`src/rtl/accum_seq_ctrl.sv`:
```
// Integrate-and-dump sequencer for an external registered accumulator:
// clears it, streams len samples into it, waits out its latency and presents the sum.
module accum_seq_ctrl #(
  parameter int DW      = 13,
  parameter int SW      = 20,
  parameter int CNT_W   = 8,
  parameter int MAX_LEN = 128,
  parameter int ACC_LAT = 1
) (
  input  logic             clk,
  input  logic             rst,
  input  logic             start,
  input  logic [CNT_W-1:0] len,
  input  logic             abort,
  input  logic             s_valid,
  output logic             s_ready,
  input  logic [DW-1:0]    s_data,
  output logic [DW-1:0]    acc_a,
  output logic             acc_ce,
  output logic             acc_sclr,
  input  logic [SW-1:0]    acc_y,
  output logic             m_valid,
  input  logic             m_ready,
  output logic [SW-1:0]    m_data,
  output logic             busy,
  output logic             err
);

  localparam int LW = $clog2(ACC_LAT + 2);
  localparam logic [CNT_W-1:0] MAX_L = CNT_W'(MAX_LEN);

  typedef enum logic [2:0] {IDLE, CLEAR, ACCUM, DRAIN, DONE} state_t;

  state_t           state, state_nx;
  logic [CNT_W-1:0] count, eff_len;
  logic [LW-1:0]    lat_cnt;
  logic             lat_done;

  assign lat_done = (lat_cnt == LW'(ACC_LAT));
  assign busy     = (state != IDLE);

  always_comb begin
    state_nx = state;
    s_ready  = 1'b0;
    acc_ce   = 1'b0;
    acc_sclr = 1'b0;
    m_valid  = 1'b0;
    err      = 1'b0;
    case (state)
      IDLE: if (start) begin
        if (len == '0) err = 1'b1;
        else           state_nx = CLEAR;
      end
      CLEAR: begin
        acc_sclr = 1'b1;
        acc_ce   = 1'b1;
        state_nx = ACCUM;
      end
      ACCUM: begin
        s_ready = 1'b1;
        acc_ce  = s_valid;
        if (s_valid && count == eff_len - CNT_W'(1)) state_nx = DRAIN;
      end
      DRAIN: if (lat_done) state_nx = DONE;
      DONE: begin
        m_valid = 1'b1;
        if (m_ready) state_nx = IDLE;
      end
      default: state_nx = IDLE;
    endcase
    // Abort wins over accept and handshake; the clear also flushes any partial sum.
    if (abort && state != IDLE) begin
      state_nx = IDLE;
      s_ready  = 1'b0;
      acc_ce   = 1'b1;
      acc_sclr = 1'b1;
      m_valid  = 1'b0;
    end
    acc_a = (acc_ce && !acc_sclr) ? s_data : '0;
  end

  always_ff @(posedge clk or negedge rst) begin
    if (!rst) begin
      state   <= IDLE;
      count   <= '0;
      eff_len <= '0;
      lat_cnt <= '0;
      m_data  <= '0;
    end else begin
      state <= state_nx;
      if (state == IDLE && start && len != '0)
        eff_len <= (len > MAX_L) ? MAX_L : len;
      if (state == CLEAR)             count <= '0;
      else if (acc_ce && !acc_sclr)   count <= count + CNT_W'(1);
      // lat_cnt counts DRAIN cycles; capture happens ACC_LAT+1 edges after the last accept.
      if (state != DRAIN)             lat_cnt <= '0;
      else if (!lat_done)             lat_cnt <= lat_cnt + LW'(1);
      if (state == DRAIN && lat_done && !abort)
        m_data <= acc_y;
    end
  end

endmodule
```
`config.mk`:
```
export PLATFORM = sky130hd
export DESIGN_NAME = accum_seq_ctrl
export DESIGN_NICKNAME = d
export VERILOG_FILES = /design/src/rtl/accum_seq_ctrl.sv
export SDC_FILE = /design/constraint.sdc
export NUM_CORES = 1
export LEC_CHECK = 0
export CORE_MARGIN = 10
export CORE_UTILIZATION = 43
export CTS_CLUSTER_SIZE = 40
export DETAILED_ROUTE_END_ITERATION = 7
export MAX_ROUTING_LAYER = met4
export PLACE_DENSITY = 0.88
export SLEW_MARGIN = 15
export SYNTH_ARGS = -nofsm -noshare
export SYNTH_HDL_FRONTEND = slang
export SYNTH_SLANG_ARGS = --single-unit
export TNS_END_PERCENT = 5
```
`constraint.sdc`:
```
create_clock -name clk -period 2.4 [get_ports clk]
set_input_delay 0.48 -clock clk [delete_from_list [all_inputs] [get_ports clk]]
set_output_delay 0.48 -clock clk [all_outputs]
set_load 0.05 [all_outputs]
```
==> results of run 1 <==
## cell usage after synthesis (all sizes together)
cell type / instances
a211oi: 1
a21o: 1
a21oi: 4
a31oi: 1
and2: 2
and3: 15
buf: 1
clkbuf: 10
dfrtp: 41
ha: 3
inv: 12
mux2: 21
nand2: 9
nand2b: 3
nand3: 2
nand3b: 1
nand4: 4
nand4b: 1
nor2: 15
nor3: 7
nor3b: 2
nor4: 1
nor4b: 2
o211ai: 1
o21ai: 11
o221ai: 1
o311ai: 1
o31ai: 7
or3: 1
or3b: 1
or4: 4
xnor2: 9
xor2: 9
## sequential cells by signal, summed over array words and instances (netlist names)
name     flops
count        8
eff_len      8
m_data      20
lat_cnt      2
state        3
## power by group
group	switching, mW	leakage (nW)	internal, mW
registers	0.227	0.535	0.957
clock network	0.242	0.0585	0.311
logic	1.35	0.929	0.945
## kinds of logic (layout without fill, tap and decap cells)
group	count (synthesis)	in the layout	share of synthesized area, %
fa+ha+maj	3	3	1.754
xor+xnor	18	18	7.365
simple gates	70	70	19.23
buf+inv	23	116	4.091
mux	21	21	11.05
compound gates	28	28	8.592
flops	41	41	47.93
## final timing paths
path,end,cells past startpoint
min,m_data[3],1
max in group asynchronous,count[5],1
max,err,4
min in group clk,m_data[10],1
max reg2reg,state[0],5
min reg2reg,m_data[10],1
## what timing repair did
item	4_1_cts	5_1_grt
buffers inserted	0	0
gates resized for setup	1	0
endpoints found under the setup margin	1	0
## final cells by class
class	instances	area, µm²
clock buffer	5	68.82
clock inverter	3	43.79
fill	330	1374
inverter	12	45.04
multi-input combinational	140	1039
sequential	41	1026
tap	67	83.83
timing repair buffer	96	1106
## layer usage
metal	vias to the layer above	share of wire (%)	global-route usage, %
met1	902	42	16.25
met5	-	0	-
met4	0	0.93	3.581
li1	904	-	-
met3	7	6.2	4.572
met2	67	51	25.12
## worst max-delay path, cell delays in order
cell             delay (ns)
clkdlybuf4s50_1        0.42
or4_1                  0.56
nor3_2                 0.25
buf_12                 0.17
## stage by stage
stage,util (%),hold slack (ns)
floorplan,-,0.1844
global placement,68.84,0.4726
detailed placement,68.84,0.4842
CTS,71.29,0.3376
global route,71.29,0.3706
finish,71.29,0.3223
==> metrics.cfg, run 1 <==
[global_routing]
overflow = 0
grt_max_degree = 42
grt_pass1_vias = 1971
grt_pass1_wl_mm = 9.756
grt_usage_pct = 14.69
antenna_found_initial = 0

[synth]
synth-seq-cells = 41
synth_cell_types = 38
yosys.area.top_type = dfrtp_1
postSynthAreaPerCell_um2 = 10.49
ys_warn_count = 0
synthTopCellsByArea = dfrtp_1 (48%), mux2_2 (8.4%), and3_1 (4.4%)
synth_fp_nets = 254
synthesis.area_um2 = 2141
synthCells = 204
seq_area_frac_synth_pct = 47.93
synth_top_area_share_pct = 47.93

[hold_path]
hp-class = input pin to asynchronous set/reset pin

[floorplan]
fp.dieW_um = 90.56
num_rows = 25
dieArea_um2 = 8201
io_pins = 86
initial_core_util_pct = 44.73
coreArea_um2 = 4786
die_y_um = 90.56

[clock_network]
cts.sinks = 41
cts_tree = done
hold_buffers = 0
cts_root_buf = clkbuf_8
cts_made_buffers = 5
insertion_delay_ns = 0.29
clock_path_buffers = 2
h-tree-depth = 2
clkSlewWorstSetupHoldPaths_ns = 0.08

[setup_path]
crit_fanout = 2
cp.required_ns = 1.92
timing.rr.start = eff_len[0]
worstSetupStartpoint = len[0]
r2r_slack_ns = 0.36
worstSetupPathType = input pin to output port
critPathArrivalTime_ns = 1.88
worstSetupStartpointType = input pin
cp-end-kind = output port

[route]
drtIter0Drc = 134
wl_mm = 5.943
dr.pass1.iters = 4
vias = 1880
via_per_inst = 5.165
wl_per_cell_um = 16.33
post-route-drc-count = 0
final_antenna_net_count = 0

[cells_and_area]
stdcell_area_um2 = 3412
final_nets = 346
diodes = 0
final_cell_mix = clkdlybuf4s50_1 (65), dfrtp_1 (41), buf_12 (18), mux2_2 (16)
area_growth_pct = 59.38
final_common_cell = clkdlybuf4s50_1
layout-drive-gt1-share_pct = 21.55
layout.cells.non_filler = 364

[timing]
finalHoldViolCount = 0
worst_pin_slew_ns = 0.9168
setup_viol = 0
finalWorstPathRequiredPeriod_ns = 2.364
setup_tns_ns = 0
slew_headroom_pct = 38.88
fin_crit_sh_pct = 98.49
rsz0062_at_grt = no
fmax_mhz = 423.0
fin_ws_ns = 0.03613
drv_slew = 0
finClkSkew_ns = 0.007230

[place]
place_inst = 356
dp_hpwl_mm = 4.613
port_buffers = 85
placed_cell_area_um2 = 3294
dpl_worst_slack_ns = -0.05978
gp_congestion = 0.8721

[run_status]
status = finished clean

[job]
cap_violations = 0

[power]
power.density_nw_per_um2 = 1182
power.total_mw = 4.034
ir_worst_vdd_mv = 0.9576
p_leak_nw = 1.522

No activity file was read; power rests on OpenSTA's default activity.
==> run 2, diff against run 1 <==
--- a/config.mk
+++ b/config.mk
@@ -11,6 +11,7 @@
 export DETAILED_ROUTE_END_ITERATION = 7
 export MAX_ROUTING_LAYER = met4
 export PLACE_DENSITY = 0.88
+export RECOVER_POWER = 50
 export SLEW_MARGIN = 15
 export SYNTH_ARGS = -nofsm -noshare
 export SYNTH_HDL_FRONTEND = slang
==> run 2 against run 1 <==
  * Routed wire length fell by 0.10%
  * Clock power barely moved
  * Core utilization fell by 0.052 points
  * Register-to-register slack got worse by 0.04 ns
  * Highest routed layer unchanged
==> metrics.cfg, run 2 (synthesis results as in run 1) <==
[route]
drtIter0Drc = 136  ; was 134
top_layer_used = met4  ; unchanged
vias = 1886  ; was 1880
dr.pass1.iters = 4  ; unchanged
wl_mm = 5.937  ; was 5.943 mm
wl_met3_um = 376  ; was 366 µm
wl_per_cell_um = 16.31  ; was 16.33 µm
wl_met1_mm = 2.484  ; was 2.503 mm
final_antenna_net_count = 0  ; unchanged
dr_wl_met2_mm = 3.020  ; was 3.017 mm
via_per_inst = 5.181  ; was 5.165
post-route-drc-count = 0  ; unchanged

[clock_network]
clkSlewWorstSetupHoldPaths_ns = 0.08  ; about the same
cts_tree = done  ; unchanged
cts_root_buf = clkbuf_8  ; unchanged
h-tree-depth = 2  ; unchanged
post_cts_buffers = 0  ; unchanged
hold_buffers = 0  ; unchanged
insertion_delay_ns = 0.29  ; about the same
clock_path_buffers = 2  ; unchanged
cts_made_buffers = 5  ; unchanged
cts.sinks = 41  ; unchanged
cts-resized-gates = 1  ; unchanged

[global_routing]
grt_pass1_vias = 1971  ; unchanged
grt_max_degree = 42  ; unchanged
antenna_found_initial = 0  ; unchanged
grt_usage_pct = 14.69  ; unchanged
grt_pass1_wl_mm = 9.756  ; unchanged
overflow = 0  ; unchanged

[floorplan]
fp.dieW_um = 90.56  ; unchanged
initial_core_util_pct = 44.73  ; unchanged
num_rows = 25  ; unchanged
io_pins = 86  ; unchanged
dieArea_um2 = 8201  ; unchanged
die_y_um = 90.56  ; unchanged
coreArea_um2 = 4786  ; unchanged

[setup_path]
worstSetupPathType = input pin to output port  ; unchanged
cp.required_ns = 1.92  ; about the same
r2r_end = m_data[11]  ; was state[0]
ff2ff_path_depth = 6  ; was 5
crit_fanout = 2  ; unchanged
cp-end-kind = output port  ; unchanged
critPathArrivalTime_ns = 1.88  ; about the same
r2r_slack_ns = 0.32  ; was 0.36 ns
timing.rr.start = lat_cnt[1]  ; was eff_len[0]
worstSetupStartpointType = input pin  ; unchanged

[power]
swShare_pct = 45.21  ; was 45.14%
power.density_nw_per_um2 = 1184  ; was 1182 nW/µm²
power.total_mw = 4.037  ; was 4.034 mW
intPower_mw = 2.212  ; was 2.213 mW
ir_worst_vdd_mv = 0.9580  ; was 0.9576 mV
seq_power_share_pct = 29.3  ; about the same
p_clk_share_pct = 13.7  ; about the same
combPwrFrac_pct = 56.9  ; about the same
p_leak_nw = 1.521  ; was 1.522 nW
switchingPower_mw = 1.825  ; was 1.821 mW

[place]
dpl_worst_slack_ns = -0.05978  ; unchanged
dp_hpwl_mm = 4.613  ; unchanged
port_buffers = 85  ; unchanged
gp_congestion = 0.8721  ; unchanged
placed_cell_area_um2 = 3294  ; unchanged

[timing]
worst_pin_slew_ns = 1.024  ; was 0.9168 ns
drv_slew = 0  ; unchanged
rsz0062_at_grt = no  ; unchanged
fmax_mhz = 423.0  ; unchanged
finalHoldViolCount = 0  ; unchanged
finalWorstPathRequiredPeriod_ns = 2.364  ; unchanged
setup_viol = 0  ; unchanged
fin_ws_ns = 0.03613  ; unchanged
fin_crit_sh_pct = 98.49  ; unchanged
finClkSkew_ns = 0.008110  ; was 0.007230 ns
setup_tns_ns = 0  ; unchanged
whs_ns = 0.3575  ; was 0.3223 ns
slew_headroom_pct = 31.73  ; was 38.88%

[run_status]
status = finished clean  ; unchanged

[cells_and_area]
area_growth_pct = 59.26  ; was 59.38%
final_common_cell = clkdlybuf4s50_1  ; unchanged
stdcell_area_um2 = 3410  ; was 3412 µm²
top_register = m_data  ; unchanged
diodes = 0  ; unchanged
largest_register_ffs = 20  ; unchanged
final_nets = 346  ; unchanged
final_cell_mix = clkdlybuf4s50_1 (65), dfrtp_1 (41), buf_12 (18), mux2_2 (16)  ; unchanged
fill_cells = 330  ; unchanged
top_regs = m_data x20, count x8, eff_len x8  ; unchanged
layout-drive-gt1-share_pct = 21.55  ; unchanged

[hold_path]
hp-class = input pin to asynchronous set/reset pin  ; unchanged

[job]
cap_violations = 0  ; unchanged

==> run 2: cell types whose count changed in the layout (fill, tap and decap cells not counted), sizes merged <==
cell / delta
buf: -2
clkbuf: +2
==> run 2: worst max-delay path by stage <==
| stage | startpoint | endpoint | slack [ns] |
|---|---|---|---|
| floorplan | state[1] | err | -0.39 |
| global placement | len[6] | err | -0.03 |
| detailed placement | len[6] | err | -0.06 |
| CTS | len[0] | err | 0.03 |
| global route | len[0] | err | 0.01 |
| finish | len[0] | err | 0.04 |
==> run 2: critical path, stage by stage <==
cell	delay [ns]
clkdlybuf4s50_1	0.42
or4_1	0.56
nor3_2	0.25
buf_12	0.17
==> run 2: power by group through the flow <==
stage | registers [mW] | clock network [mW] | logic, mW
floorplan | 1.74 | 0 | 0.919
global placement | 1.17 | 0 | 2.26
detailed placement | 1.20 | 0 | 2.30
CTS | 1.18 | 0.568 | 2.33
global route | 1.23 | 0.599 | 2.44
finish | 1.18 | 0.554 | 2.30
==> run 2: layer usage <==
metal / vias up / global-route usage [%]
li1: 903 / -
met1: 910 / 16.25
met2: 66 / 25.12
met3: 7 / 4.572
met4: 0 / 3.581
met5: - / -
==> run 2: final cells by class <==
type	instances	area [µm²]	area share [%]
repair buffers	96	1104	32.37
well taps	67	83.83	2.459
clock inverters	3	43.79	1.284
clock buffers	5	68.82	2.018
flip-flops and latches	41	1026	30.09
multi-input cells	140	1039	30.46
inverters	12	45.04	1.321
==> run 2: through the flow <==
stage,utilization (%),std cells
2_1_floorplan,-,204
3_3_place_gp,68.84,356
3_5_place_dp,68.84,356
4_1_cts,71.29,364
5_1_grt,71.24,364
6_report,71.24,364
==> run 3, diff against run 2 <==
--- a/config.mk
+++ b/config.mk
@@ -6,11 +6,12 @@
 export NUM_CORES = 1
 export LEC_CHECK = 0
 export CORE_MARGIN = 10
-export CORE_UTILIZATION = 43
+export CORE_UTILIZATION = 45
+export CTS_BUF_LIST = sky130_fd_sc_hd__clkbuf_8
 export CTS_CLUSTER_SIZE = 40
 export DETAILED_ROUTE_END_ITERATION = 7
 export MAX_ROUTING_LAYER = met4
-export PLACE_DENSITY = 0.88
+export PLACE_DENSITY = 0.91
 export RECOVER_POWER = 50
 export SLEW_MARGIN = 15
 export SYNTH_ARGS = -nofsm -noshare
==> run 3 against run 2 <==
  * Routed wire length fell by 2.2%
  * Global-route usage rose by 0.31 points
  * Core utilization rose by 0.87 points
  * Critical path type unchanged
  * Largest power group unchanged
  * Register-to-register slack improved by 0.03 ns
  * Critical path depth did not move
  * Non-clock buffer count did not move
  * Sequential cell count did not move
  * Power fell by 3.3%
==> metrics.cfg, run 3 (synthesis results as in run 1) <==
[run_status]
status = finished clean  ; unchanged

[route]
dr.pass1.iters = 4  ; unchanged
wl_per_cell_um = 16.54  ; was 16.31 µm
post-route-drc-count = 0  ; unchanged
drtIter0Drc = 119  ; was 136
vias = 1916  ; was 1886
final_antenna_net_count = 0  ; unchanged
via_per_inst = 5.459  ; was 5.181
wl_mm = 5.806  ; was 5.937 mm

[cells_and_area]
top_register = m_data  ; unchanged
utilization_pct = 72.11  ; was 71.24%
layout.cells.non_filler = 351  ; was 364
final_nets = 346  ; unchanged
diodes = 0  ; unchanged
multi_input_area_um2 = 1039  ; unchanged
regArea_um2 = 1026  ; unchanged
fill_cells = 328  ; was 330
top_regs = m_data x20, count x8, eff_len x8  ; unchanged
final_common_cell = clkdlybuf4s50_1  ; unchanged
final_cell_mix = clkdlybuf4s50_1 (65), dfrtp_1 (41), buf_12 (18), mux2_2 (16)  ; unchanged
area_growth_pct = 56.98  ; was 59.26%
largest_register_ffs = 20  ; unchanged
layout-drive-gt1-share_pct = 20.54  ; was 21.55%

[floorplan]
io_pins = 86  ; unchanged
fp.dieW_um = 88.98  ; was 90.56 µm
num_rows = 25  ; unchanged
initial_core_util_pct = 45.93  ; was 44.73%
die_y_um = 88.98  ; was 90.56 µm
dieArea_um2 = 7917  ; was 8201 µm²
coreArea_um2 = 4661  ; was 4786 µm²

[timing]
whs_ns = 0.3433  ; was 0.3575 ns
fin_crit_sh_pct = 97.55  ; was 98.49%
drv_slew = 0  ; unchanged
rsz0062_at_grt = no  ; unchanged
setup_viol = 0  ; unchanged
fin_ws_ns = 0.05877  ; was 0.03613 ns
fmax_mhz = 427.1  ; was 423.0 MHz
setup_tns_ns = 0  ; unchanged
finClkSkew_ns = 0.01085  ; was 0.008110 ns
finalWorstPathRequiredPeriod_ns = 2.341  ; was 2.364 ns
slew_headroom_pct = 32.78  ; was 31.73%
worst_pin_slew_ns = 1.008  ; was 1.024 ns
finalHoldViolCount = 0  ; unchanged

[power]
power.density_nw_per_um2 = 1161  ; was 1184 nW/µm²
p_leak_nw = 1.506  ; was 1.521 nW
ir_worst_vdd_mv = 0.7460  ; was 0.9580 mV

[place]
dp_hpwl_mm = 4.638  ; was 4.613 mm
port_buffers = 85  ; unchanged
dpl_worst_slack_ns = -0.08968  ; was -0.05978 ns
gp_congestion = 0.8364  ; was 0.8721
place_inst = 343  ; was 356

[setup_path]
max_stage_delay_ns = 0.56  ; about the same
timing.rr.start = eff_len[0]  ; was lat_cnt[1]
r2r_end = state[0]  ; was m_data[11]
cp-end-kind = output port  ; unchanged
slowest_stage = or4_1  ; unchanged
endpoint = err  ; unchanged
worstSetupPathType = input pin to output port  ; unchanged
worstSetupStartpointType = input pin  ; unchanged
cp.required_ns = 1.92  ; about the same
r2r_slack_ns = 0.35  ; was 0.32 ns
ff2ff_path_depth = 5  ; was 6
crit_fanout = 2  ; unchanged
path_depth = 4  ; unchanged
worstSetupStartpoint = len[0]  ; unchanged
cp_cell_sequence = clkdlybuf4s50_1 -> or4_1 -> nor3_2 -> buf_12  ; unchanged
cp_top_family = simple AND/OR/NAND/NOR gates  ; unchanged
critPathArrivalTime_ns = 1.86  ; was 1.88 ns
path_buf_inv = 2  ; unchanged

[job]
cap_violations = 0  ; unchanged

[global_routing]
grt_max_degree = 42  ; unchanged
antenna_found_initial = 0  ; unchanged
overflow = 0  ; unchanged
grt_usage_pct = 15.00  ; was 14.69%
grt_pass1_vias = 1923  ; was 1971
grt_pass1_wl_mm = 9.114  ; was 9.756 mm

[clock_network]
clkSlewWorstSetupHoldPaths_ns = 0.08  ; about the same
hold_buffers = 0  ; unchanged
post_cts_buffers = 0  ; unchanged
cts_tree = done  ; unchanged
cts-resized-gates = 1  ; unchanged
cts_root_buf = clkbuf_8  ; unchanged
clock_path_buffers = 2  ; unchanged
insertion_delay_ns = 0.29  ; about the same
h-tree-depth = 2  ; unchanged
cts_made_buffers = 5  ; unchanged
cts.sinks = 41  ; unchanged

[hold_path]
hp-class = input pin to asynchronous set/reset pin  ; unchanged

run 3: changes by cell type in the layout (fill, tap and decap cells not counted), sizes merged:
cell      change
clkinvlp      +1
clkbuf        +1
buf           -1
bufinv        -1
inv           +1
clkinv        -1
run 3: worst register-to-register path, cell delays in order (launching register included):
cell	delay (ns)
dfrtp_1	0.44
or4_4	0.58
or4_1	0.53
o311ai_1	0.10
o211ai_2	0.12
a211oi_2	0.22
run 3: worst min-delay path by stage:
stage,endpoint,slack (ns),startpoint,cells after the start
6_report,m_data[2],0.34,rst,1
2_1_floorplan,count[0],0.18,rst,0
5_1_grt,state[0],0.42,rst,1
3_5_place_dp,m_data[10],0.48,m_data[10],1
3_3_place_gp,m_data[7],0.47,m_data[7],1
4_1_cts,m_data[2],0.34,rst,1
run 3: routing by layer:
metal	track usage (%)	up-vias	share of wire [%]
met5	-	-	0
met1	16.20	919	40
li1	-	903	-
met4	5.491	0	2.2
met3	3.920	14	5.8
met2	26.00	80	52
run 3: through the flow:
stage	area, µm²	power, mW
finish	3361	3.903
global route	3361	4.135
CTS	3367	3.944
detailed placement	3278	3.496
global placement	3278	3.422
floorplan	2147	2.657
run 3: layout make-up:
class,count,area share [%]
Clock buffer,5,2.048
Clock inverter,3,0.4468
Inverter,12,1.340
Multi-Input combinational cell,140,30.90
Sequential cell,41,30.53
Tap cell,54,2.010
Timing Repair Buffer,96,32.73
run 3: power breakdown:
group | total (mW) | internal [mW] | switching, mW
Clock | 0.425 | 0.197 | 0.228
Combinational | 2.29 | 0.942 | 1.35
Sequential | 1.18 | 0.957 | 0.227
